### config.mk
export PLATFORM = sky130hd
export DESIGN_NAME = logic_unit_mc
export DESIGN_NICKNAME = d
export VERILOG_FILES = /design/src/rtl/logic_unit_mc.sv
export SDC_FILE = /design/constraint.sdc
export NUM_CORES = 1
export LEC_CHECK = 0
export CORE_AREA = 4 4 185 187
export DETAILED_ROUTE_END_ITERATION = 6
export DIE_AREA = 0 0 189 191
export MAX_ROUTING_LAYER = met4
export SKIP_CTS_REPAIR_TIMING = 1
export SYNTH_ARGS = -nofsm -noshare
export SYNTH_HDL_FRONTEND = slang
export SYNTH_SLANG_ARGS = --single-unit
### constraint.sdc
create_clock -name clk -period 11.2 [get_ports clk]
set_clock_uncertainty 0.2 [all_clocks]
set_input_delay 1.12 -clock clk [delete_from_list [all_inputs] [get_ports clk]]
set_output_delay 1.12 -clock clk [all_outputs]
set_load 0.01 [all_outputs]
### src/rtl/logic_unit_mc.sv
// Multi-cycle bitwise logic unit: operands are processed SLICE bits per cycle, LSB slice first,
// behind valid/ready handshakes on both the request and result sides.
module logic_unit_mc #(
  parameter int unsigned WIDTH = 64,
  parameter int unsigned SLICE = 16
) (
  input  logic             clk,
  input  logic             rst_n,
  input  logic             i_in_valid,
  output logic             o_in_ready,
  input  logic [2:0]       i_op,
  input  logic [WIDTH-1:0] i_a,
  input  logic [WIDTH-1:0] i_b,
  output logic             o_out_valid,
  input  logic             i_out_ready,
  output logic [WIDTH-1:0] o_s,
  output logic             o_zero,
  output logic             o_illegal
);

  localparam int unsigned NSLICE = WIDTH / SLICE;
  localparam int unsigned CW     = (NSLICE > 1) ? $clog2(NSLICE) : 1;
  localparam logic [CW-1:0] LastIdx = CW'(NSLICE - 1);

  typedef enum logic [1:0] {StIdle, StRun, StDone} state_e;

  state_e           r_state, w_state_next;
  logic [WIDTH-1:0] r_a, r_b, r_s;
  logic [2:0]       r_op;
  logic [CW-1:0]    r_idx;
  logic             r_zero, r_illegal;

  logic [SLICE-1:0] w_sl_a, w_sl_b, w_slice;
  logic [WIDTH-1:0] w_s_next;
  logic             w_op_illegal, w_last;

  assign w_op_illegal = (r_op[2:1] == 2'b11);
  assign w_last       = (r_idx == LastIdx);

  // Slice select and write-back use constant offsets so no variable part-selects are needed.
  always_comb begin
    w_sl_a   = '0;
    w_sl_b   = '0;
    w_s_next = r_s;
    for (int k = 0; k < NSLICE; k++) begin
      if (r_idx == CW'(k)) begin
        w_sl_a = r_a[k*SLICE +: SLICE];
        w_sl_b = r_b[k*SLICE +: SLICE];
      end
    end
    case (r_op)
      3'b000:  w_slice = w_sl_a & w_sl_b;
      3'b001:  w_slice = w_sl_a | w_sl_b;
      3'b010:  w_slice = w_sl_a ^ w_sl_b;
      3'b011:  w_slice = w_sl_a & ~w_sl_b;
      3'b100:  w_slice = w_sl_a | ~w_sl_b;
      3'b101:  w_slice = ~(w_sl_a ^ w_sl_b);
      default: w_slice = '0;
    endcase
    for (int k = 0; k < NSLICE; k++) begin
      if (r_idx == CW'(k)) w_s_next[k*SLICE +: SLICE] = w_slice;
    end
  end

  always_comb begin
    w_state_next = r_state;
    unique case (r_state)
      StIdle:  if (i_in_valid) w_state_next = StRun;
      StRun:   if (w_last) w_state_next = StDone;
      StDone:  if (i_out_ready) w_state_next = StIdle;
      default: w_state_next = StIdle;
    endcase
  end

  always_ff @(posedge clk or negedge rst_n) begin
    if (!rst_n) begin
      r_state   <= StIdle;
      r_a       <= '0;
      r_b       <= '0;
      r_op      <= '0;
      r_s       <= '0;
      r_idx     <= '0;
      r_zero    <= 1'b0;
      r_illegal <= 1'b0;
    end else begin
      r_state <= w_state_next;
      case (r_state)
        StIdle: begin
          if (i_in_valid) begin
            r_a       <= i_a;
            r_b       <= i_b;
            r_op      <= i_op;
            r_s       <= '0;
            r_idx     <= '0;
            r_zero    <= 1'b0;
            r_illegal <= 1'b0;
          end
        end
        StRun: begin
          r_s       <= w_s_next;
          r_illegal <= w_op_illegal;
          if (w_last) begin
            // Explicit wrap: NSLICE need not be a power of two.
            r_idx  <= '0;
            r_zero <= (w_s_next == '0);
          end else begin
            r_idx <= r_idx + 1'b1;
          end
        end
        default: ;
      endcase
    end
  end

  assign o_in_ready  = (r_state == StIdle);
  assign o_out_valid = (r_state == StDone);
  assign o_s         = r_s;
  assign o_zero      = r_zero;
  assign o_illegal   = r_illegal;

endmodule

==> out/metrics.cfg, run 1 <==
[run_status]
status=finished, final reports clean

[power]
ir_drop_mv=0.123
powerDensity_nw_per_um2=338
finalPower_uw=4320
leakagePower_uw=0.00585

[clock_network]
clk_transition_reported_paths_ns=0.06
htree_num_levels=1
clock-sinks=201
clk_latency_ns=0.52
root_buffer=clkbuf_16
cts_buffer_depth=3
cts_buffers=22
cts_tree=built

[hold_path]
hold_class=flip-flop to flip-flop
hold_path_end=r_a[53]
min_path_cells=2
min_from=r_a[53]

[place]
dpl.hpwl_um=25300
port_buffers=202
gp_congestion=0.939

[synth]
seq_area_frac_synth_pct=51.8
ys_ff_latch=201
netlist_top_cells_count=nand2_1 (435), dfrtp_1 (201), clkbuf_1 (58), a22o_1 (57), nor2_1 (44)
yosysMostFrequentCell=nand2_1
yosysTopAreaCell=dfrtp_1
yosys_warnings=0
synthFlopType=dfrtp_1
ys_top_cells_by_area=dfrtp_1 (52%), nand2_1 (17%), a22o_1 (5.1%), clkbuf_1 (2.2%), mux4_2 (2.1%)
synth_top_area_share_pct=51.8
postSynth.asyncResetShare_pct=100
synth.net_count=1233
synth_edf_count=0
syn_area_per_cell_um2=8.88
yosysUniqueCellTypes=57
synth_cells=1094
syn_area_um2=9710

[timing]
fin_crit_sh_pct=40.7
slew_viol_final=0
min_period_ns=4.56
rsz0062_at_grt=false
setup_tns_ns=0
hold_viol_final=0
setup_viol=0
tightest_slew_ns=1.27
max_freq_ghz=0.219
relSlewSlack_pct=15.7

[setup_path]
rrSetupSlack_ns=6.64
startpoint_type=flip-flop
r2r.worst_path.cells=14
cp_max_fo=57
cp-end-kind=flip-flop
worstPathArrival_ns=4.77
criticalPathCategory=flip-flop to flip-flop
r2r-start=r_idx[1]
required_ns=11.41
r2r_end=o_zero

[drt]
vias_per_cell=5.19
dr_total_vias=8894
first_pass_iters=5
wire_per_inst_um=19.9
drc=0
antenna_left=0
drt_iter0_drc=747
drt-total-wl_um=34200

[layout]
nets=1397
syn2layout_area_growth_pct=31.8
drive_above_1_share_pct=5.43
antennaDiodeCount=0
n_fill_cell=3281
ff_latch_area_um2=5030
multiInputGateArea_um2=4330

[floorplanning]
dieWidth_um=189
num_rows=66
num_io_pins=203
dieArea_um2=36100
core_region_area_um2=32500
die_height_um=191
initial_utilization_pct=29.9

[global_route]
grt_pass1_wl_um=51400
grt_pass1_vias=8709
grt_start_max_net_pins=122
grt-ovfl-total=0
track_usage_pct=18.8
antenna_found_initial=0

[job]
cap_viol_max_count=0

-- cells by family (layout without fill, tap and decap cells) --
logic type                 after synthesis  in the layout  synth area share (%)
adders and majority gates                4              4                 0.515
muxes                                   11             11                  2.29
AOI/OAI and AO/OA                      236            236                  18.5
and+or+nand+nor                        555            555                  23.2
DFF                                    201            201                  51.8
buffers and inverters                   87            264                  3.71
-- final cells by class --
cell class	instances	area share, %
multi-input combinational	806	33.8
timing repair buffer	217	16.7
inverter	10	0.293
clock inverter	8	0.811
sequential	201	39.3
clock buffer	29	4.74
tap	442	4.32
-- layer usage --
metal | GRT usage [%] | wire, um | vias up
li1 | - | - | 4138
met1 | 25.4 | 15100 | 4303
met2 | 29.1 | 15500 | 381
met3 | 2.94 | 2250 | 72
met4 | 6.64 | 1300 | 0
met5 | - | 0 | -
-- report_power, final --
part	switching, uW	internal [uW]	total, uW	leakage (uW)
registers	277	1040	1320	0.00256
clock network	291	426	717	0.000348
logic	1410	876	2290	0.00294
-- registers in the layout, summed over array words and instances, names as in the netlist --
register,flops
r_state,2
r_b,64
r_op,3
o_illegal,1
r_idx,2
r_a,64
o_s,64
o_zero,1
-- how the worst max path moves through the flow --
stage | slack, ns | start | end | cells past startpoint
2_1_floorplan | 7.59 | r_idx[0] | o_zero | 15
3_3_place_gp | 6.78 | r_idx[1] | o_zero | 14
3_5_place_dp | 6.74 | r_idx[0] | o_zero | 12
4_1_cts | 6.72 | r_idx[1] | o_zero | 14
5_1_grt | 6.26 | r_idx[1] | o_zero | 14
6_report | 6.64 | r_idx[1] | o_zero | 14
-- per-stage QoR --
step	hold WS, ns	cells	utilization (%)	worst slack, ns	cell area, um2
floorplan	0.237	1094	-	7.59	9710
finish	0.265	1713	39.4	6.64	12800
global placement	0.255	1676	37.3	6.78	12100
global route	0.287	1713	39.4	6.26	12800
detailed placement	0.257	1676	37.3	6.74	12100
CTS	0.270	1713	39.4	6.72	12800
-- critical path: stages, from the launching register on --
cell and delay (ns):
dfrtp_1 0.40, inv_1 0.11, ha_2 0.17, buf_4 0.52, and2b_1 0.25, buf_4 0.23, a221oi_1 0.51, nor2_1 0.27
o21ai_0 0.22, a21oi_1 0.11, a2111oi_0 0.78, a21oi_1 0.15, nor3_1 0.16, nand4_1 0.13, o31ai_1 0.20
-- cell usage in the layout (no fill, tap or decap), types with 5 or more instances in the layout --
master / synthesis / final
a211oi_1: 7 / 7
a21oi_1: 22 / 22
a221o_1: 10 / 10
a221oi_1: 22 / 22
a22o_1: 57 / 57
a31oi_1: 11 / 11
and2_1: 9 / 8
buf_4: 0 / 15
clkbuf_16: 0 / 22
clkdlybuf4s50_1: 0 / 201
dfrtp_1: 201 / 201
inv_1: 10 / 10
mux4_2: 9 / 9
nand2_1: 435 / 434
nand2b_1: 8 / 8
nand3_1: 18 / 18
nor2_1: 44 / 44
nor2b_1: 5 / 5
nor3_1: 10 / 10
nor4_1: 8 / 8
o211ai_1: 5 / 5
o21ai_0: 35 / 35
o221ai_1: 5 / 5
o22ai_1: 19 / 19
o31ai_1: 6 / 6
or4_1: 5 / 5
Note: power is estimated with default switching activity, not from simulation.
==> run 2: changes to the inputs <==
==> constraint.sdc (replaced) <==
create_clock -name clk -period 4.7 [get_ports clk]
set_clock_uncertainty 0.2 [all_clocks]
set_input_delay 0.47 -clock clk [delete_from_list [all_inputs] [get_ports clk]]
set_output_delay 0.47 -clock clk [all_outputs]
set_load 0.01 [all_outputs]
==> run 2 against run 1 <==
Effect of this change: flip-flop and latch count is the same; worst hold slack improved by 0.0039 ns; die area stayed put; sequential share of layout area down 0.33 points; critical path type unchanged; largest power group unchanged; setup slack got worse by 6.1 ns; routed wire length is 2.8% higher; fmax increased by 10%; cell count up 0.47%; global-route usage up 0.63 points; cell area increased by 0.86%; sequential power increased by 140%; first-iteration DRC count rose by 0.67%.
==> out/metrics.cfg, run 2 (synthesized netlist as in run 1, its figures left out) <==
[floorplanning]
num_rows=66  ; unchanged
num_io_pins=203  ; unchanged
dieWidth_um=189  ; unchanged
die_height_um=191  ; unchanged
initial_utilization_pct=29.9  ; unchanged
core_region_area_um2=32500  ; unchanged
dieArea_um2=36100  ; unchanged

[clock_network]
clock-sinks=201  ; unchanged
cts_buffers=23  ; +4.5%
htree_num_levels=1  ; unchanged
clk_latency_ns=0.53  ; about the same
root_buffer=clkbuf_16
cts_tree=built
cts_buffer_depth=3  ; unchanged
clk_transition_reported_paths_ns=0.06  ; about the same

[layout]
final_cell_mix=nand2_1 (434), clkdlybuf4s50_1 (201), dfrtp_1 (201), a22o_1 (57), nor2_1 (44)
nets=1405  ; +0.57%
final_common_cell=nand2_1
syn2layout_area_growth_pct=33.0
antennaDiodeCount=0  ; unchanged
stdcell_area_um2=12900  ; +0.86%
final_cells=1721  ; +0.47%
drive_above_1_share_pct=6.02  ; +0.59 points

[drt]
drc=0  ; unchanged
drt-total-wl_um=35100  ; +2.8%
dr_total_vias=8936  ; +0.47%
highest_layer=met4
wl_met2_um=16700  ; +7.9%
first_pass_iters=5  ; unchanged
drt_iter0_drc=752  ; +0.67%
vias_per_cell=5.19  ; about the same
drt-met1-wl_um=15600  ; +3.0%
met3_length_um=2100  ; -6.5%
wire_per_inst_um=20.4  ; +2.3%
antenna_left=0  ; unchanged

[setup_path]
criticalPathCategory=flip-flop to flip-flop
cp-end-kind=flip-flop
required_ns=4.93  ; -6.48 ns
cp_max_fo=29  ; -49%
worstPathArrival_ns=4.36  ; -0.41 ns
startpoint_type=flip-flop

[run_status]
status=finished, final reports clean

[timing]
setup_viol=0  ; unchanged
min_period_ns=4.13  ; -0.424 ns
tightest_slew_ns=1.19  ; -0.0770 ns
hold_viol_final=0  ; unchanged
setup_tns_ns=0  ; unchanged
fin_crit_sh_pct=87.9  ; +47 points
max_freq_ghz=0.242  ; +10%
slew_viol_final=0  ; unchanged
rsz0062_at_grt=false
relSlewSlack_pct=20.8  ; +5.1 points

[power]
powerDensity_nw_per_um2=812  ; +140%
ir_drop_mv=0.292  ; +140%
leakagePower_uw=0.00591  ; +1.0%

[place]
port_buffers=202  ; unchanged
placedInstanceArea_um2=12100  ; +0.48%
gp_congestion=0.877  ; -6.7%
dp_cells=1682  ; +0.36%
dpl.hpwl_um=26200  ; +3.9%

[global_route]
grt_start_max_net_pins=126  ; +3.3%
antenna_found_initial=0  ; unchanged
grt-ovfl-total=0  ; unchanged
track_usage_pct=19.5  ; +0.63 points
grt_pass1_wl_um=52800  ; +2.7%
grt_pass1_vias=8667  ; -0.48%

[hold_path]
hold_class=input port to flip-flop

[job]
cap_viol_max_count=0  ; unchanged

## run 2: changes by cell type in the layout (fill, tap and decap cells not counted), sizes merged
cell / delta
buf: +6
inv: +1
clkbuf: +1
clkinv: -1
dlygate4sd3: +1
## run 2: power breakdown
group	switching (uW)	internal [uW]
combinational	3410	2130
sequential	672	2480
clock	720	1070
total	4810	5680
## run 2: final timing paths
path / slack, ns / cells after the start / end / start
worst max register to register: 0.57 / 11 / o_zero / r_idx[0]
min in group asynchronous: 0.44 / 2 / o_s[53] / rst_n
max in group asynchronous: 2.92 / 3 / r_b[45] / rst_n
worst min register to register: 0.28 / 2 / r_a[59] / r_a[59]
worst max-delay path: 0.57 / 11 / o_zero / r_idx[0]
worst min-delay path: 0.27 / 3 / r_b[40] / i_b[40]
## run 2: critical path: stages, from the launching register on
cell and delay (ns):
dfrtp_1 0.42, ha_1 0.46, or2_1 0.27, buf_4 0.36
a21oi_1 0.10, a211oi_1 0.61, mux2i_1 0.19, a2111oi_0 0.79
a21oi_1 0.16, nor3_1 0.15, nand4_1 0.12, o31ai_1 0.20
## run 2: final cells by class
cell class	count	area, um2
clock inverter	8	111
tap	442	553
inverter	10	37.5
sequential	201	5030
timing repair buffer	224	2210
fill	3256	19500
clock buffer	30	642
multi-input combinational	806	4330
## run 2: through the flow
stage               hold WS (ns)  total power, uW  worst slack [ns]  util, %
detailed placement         0.265             8660             0.663     37.4
global placement           0.260             8600             0.709     37.4
global route               0.258            11200             0.300     39.8
CTS                      -0.0602            10500             0.627     39.8
finish                     0.269            10500             0.568     39.8
floorplan                -0.0256             6480              1.09        -
## run 2: layer usage
metal / global-route usage, % / vias up
li1: - / 4159
met3: 2.19 / 44
met2: 31.9 / 342
met4: 3.98 / 0
met1: 26.4 / 4391
met5: - / -
==> patch (config.mk and constraints of run 2) <==
`WIDTH`: 64 -> 128.
--- a/src/rtl/logic_unit_mc.sv
+++ b/src/rtl/logic_unit_mc.sv
@@ -1,7 +1,7 @@
 // Multi-cycle bitwise logic unit: operands are processed SLICE bits per cycle, LSB slice first,
 // behind valid/ready handshakes on both the request and result sides.
 module logic_unit_mc #(
-  parameter int unsigned WIDTH = 64,
+  parameter int unsigned WIDTH = 128,
   parameter int unsigned SLICE = 16
 ) (
   input  logic             clk,
Interface: changed (resized i_a, i_b and o_s); port bits go from 203 to 395. No check against the original RTL was run, so the function may have changed too.
==> patch against run 2 <==
- the run now ends with DRC left
- global-route usage is 26 points higher
- clock power up 80%
- power grew 100%
- worst hold slack got worse by 9.5 ps
- area after synthesis is 100% higher
- design area up 98%
- routed wire length is 130% higher
- die area unchanged
- sequential cell count is 193 higher
- maximum frequency is 11% lower
- setup slack lost 490 ps
- critical path type unchanged
- largest cell class unchanged
- highest routed layer unchanged
==> patch: results (changes against run 2) <==
track_usage: 0.450  # +0.255
use_met1: 0.559  # +0.295
whs_ps: 260  # -9.53 ps
wl_met1_mm: 28.1  # +81%
fin_cells: 3175  # +84%
crit_arrival_ps: 4880  # +520 ps
syn_inst: 2352  # +110%
min_from: "i_a[82]"
slowest_stage: "a221oi_1"
violations: "DRC"
grt_max_degree: 118  # -6.3%
status: "finished, violations left"
slowest_delay_ps: 540  # -250 ps
synthAdderAreaFrac: 0.00432  # -0.000835
met2_usage: 0.689  # +0.370
ir_drop_v: 0.000760  # +160%
drc: 5  # +5
synthTopCellsByCount: "nand2_1 (939), dfrtp_1 (394), o21ai_0 (150), clkbuf_1 (104), nor2_1 (74)"
gp_congestion: 1.03  # +17%
h-tree-depth: 2  # +1
sw_frac_of_total: 0.493  # +0.0343
reg2regPathDepth: 14  # +3
vias_per_cell: 6.61  # +27%
place_inst: 3100  # +84%
totalWireLength_mm: 81.3  # +130%
p_seq_frac: 0.293  # -0.008
ys_types: 89  # +56%
place_area_um2: 24200  # +99%
ys_seq_area_frac: 0.500  # -0.0175
reg2reg_from: "r_idx[1]$_DFFE_PN0P_"
critical_path_peak_fanout: 47  # +62%
portBuffers: 394  # +95%
cts_buffers: 40  # +74%
p_leak_nw: 11.8  # +100%
first_global_vias: 20600  # +140%
-- patch: layout make-up --
type	instances	area, um^2
Sequential cell	394	9860
Multi-Input combinational cell	1773	9080
Fill cell	1917	6890
Timing Repair Buffer	466	4650
Clock buffer	54	1140
Tap cell	442	553
Clock inverter	18	163
Inverter	26	97.6
Antenna cell	2	5.00
-- patch: worst max-delay path by stage --
stage	cells past startpoint	start	endpoint	slack [ps]
detailed placement	13	r_idx[0]$_DFFE_PN0P_	o_zero$_DFFE_PN0P_	130
global placement	13	r_idx[0]$_DFFE_PN0P_	o_zero$_DFFE_PN0P_	210
floorplan	17	r_idx[2]$_DFFE_PN0P_	o_zero$_DFFE_PN0P_	640
global route	13	r_idx[0]$_DFFE_PN0P_	o_zero$_DFFE_PN0P_	20
CTS	13	r_idx[0]$_DFFE_PN0P_	o_zero$_DFFE_PN0P_	120
finish	14	r_idx[1]$_DFFE_PN0P_	o_zero$_DFFE_PN0P_	80
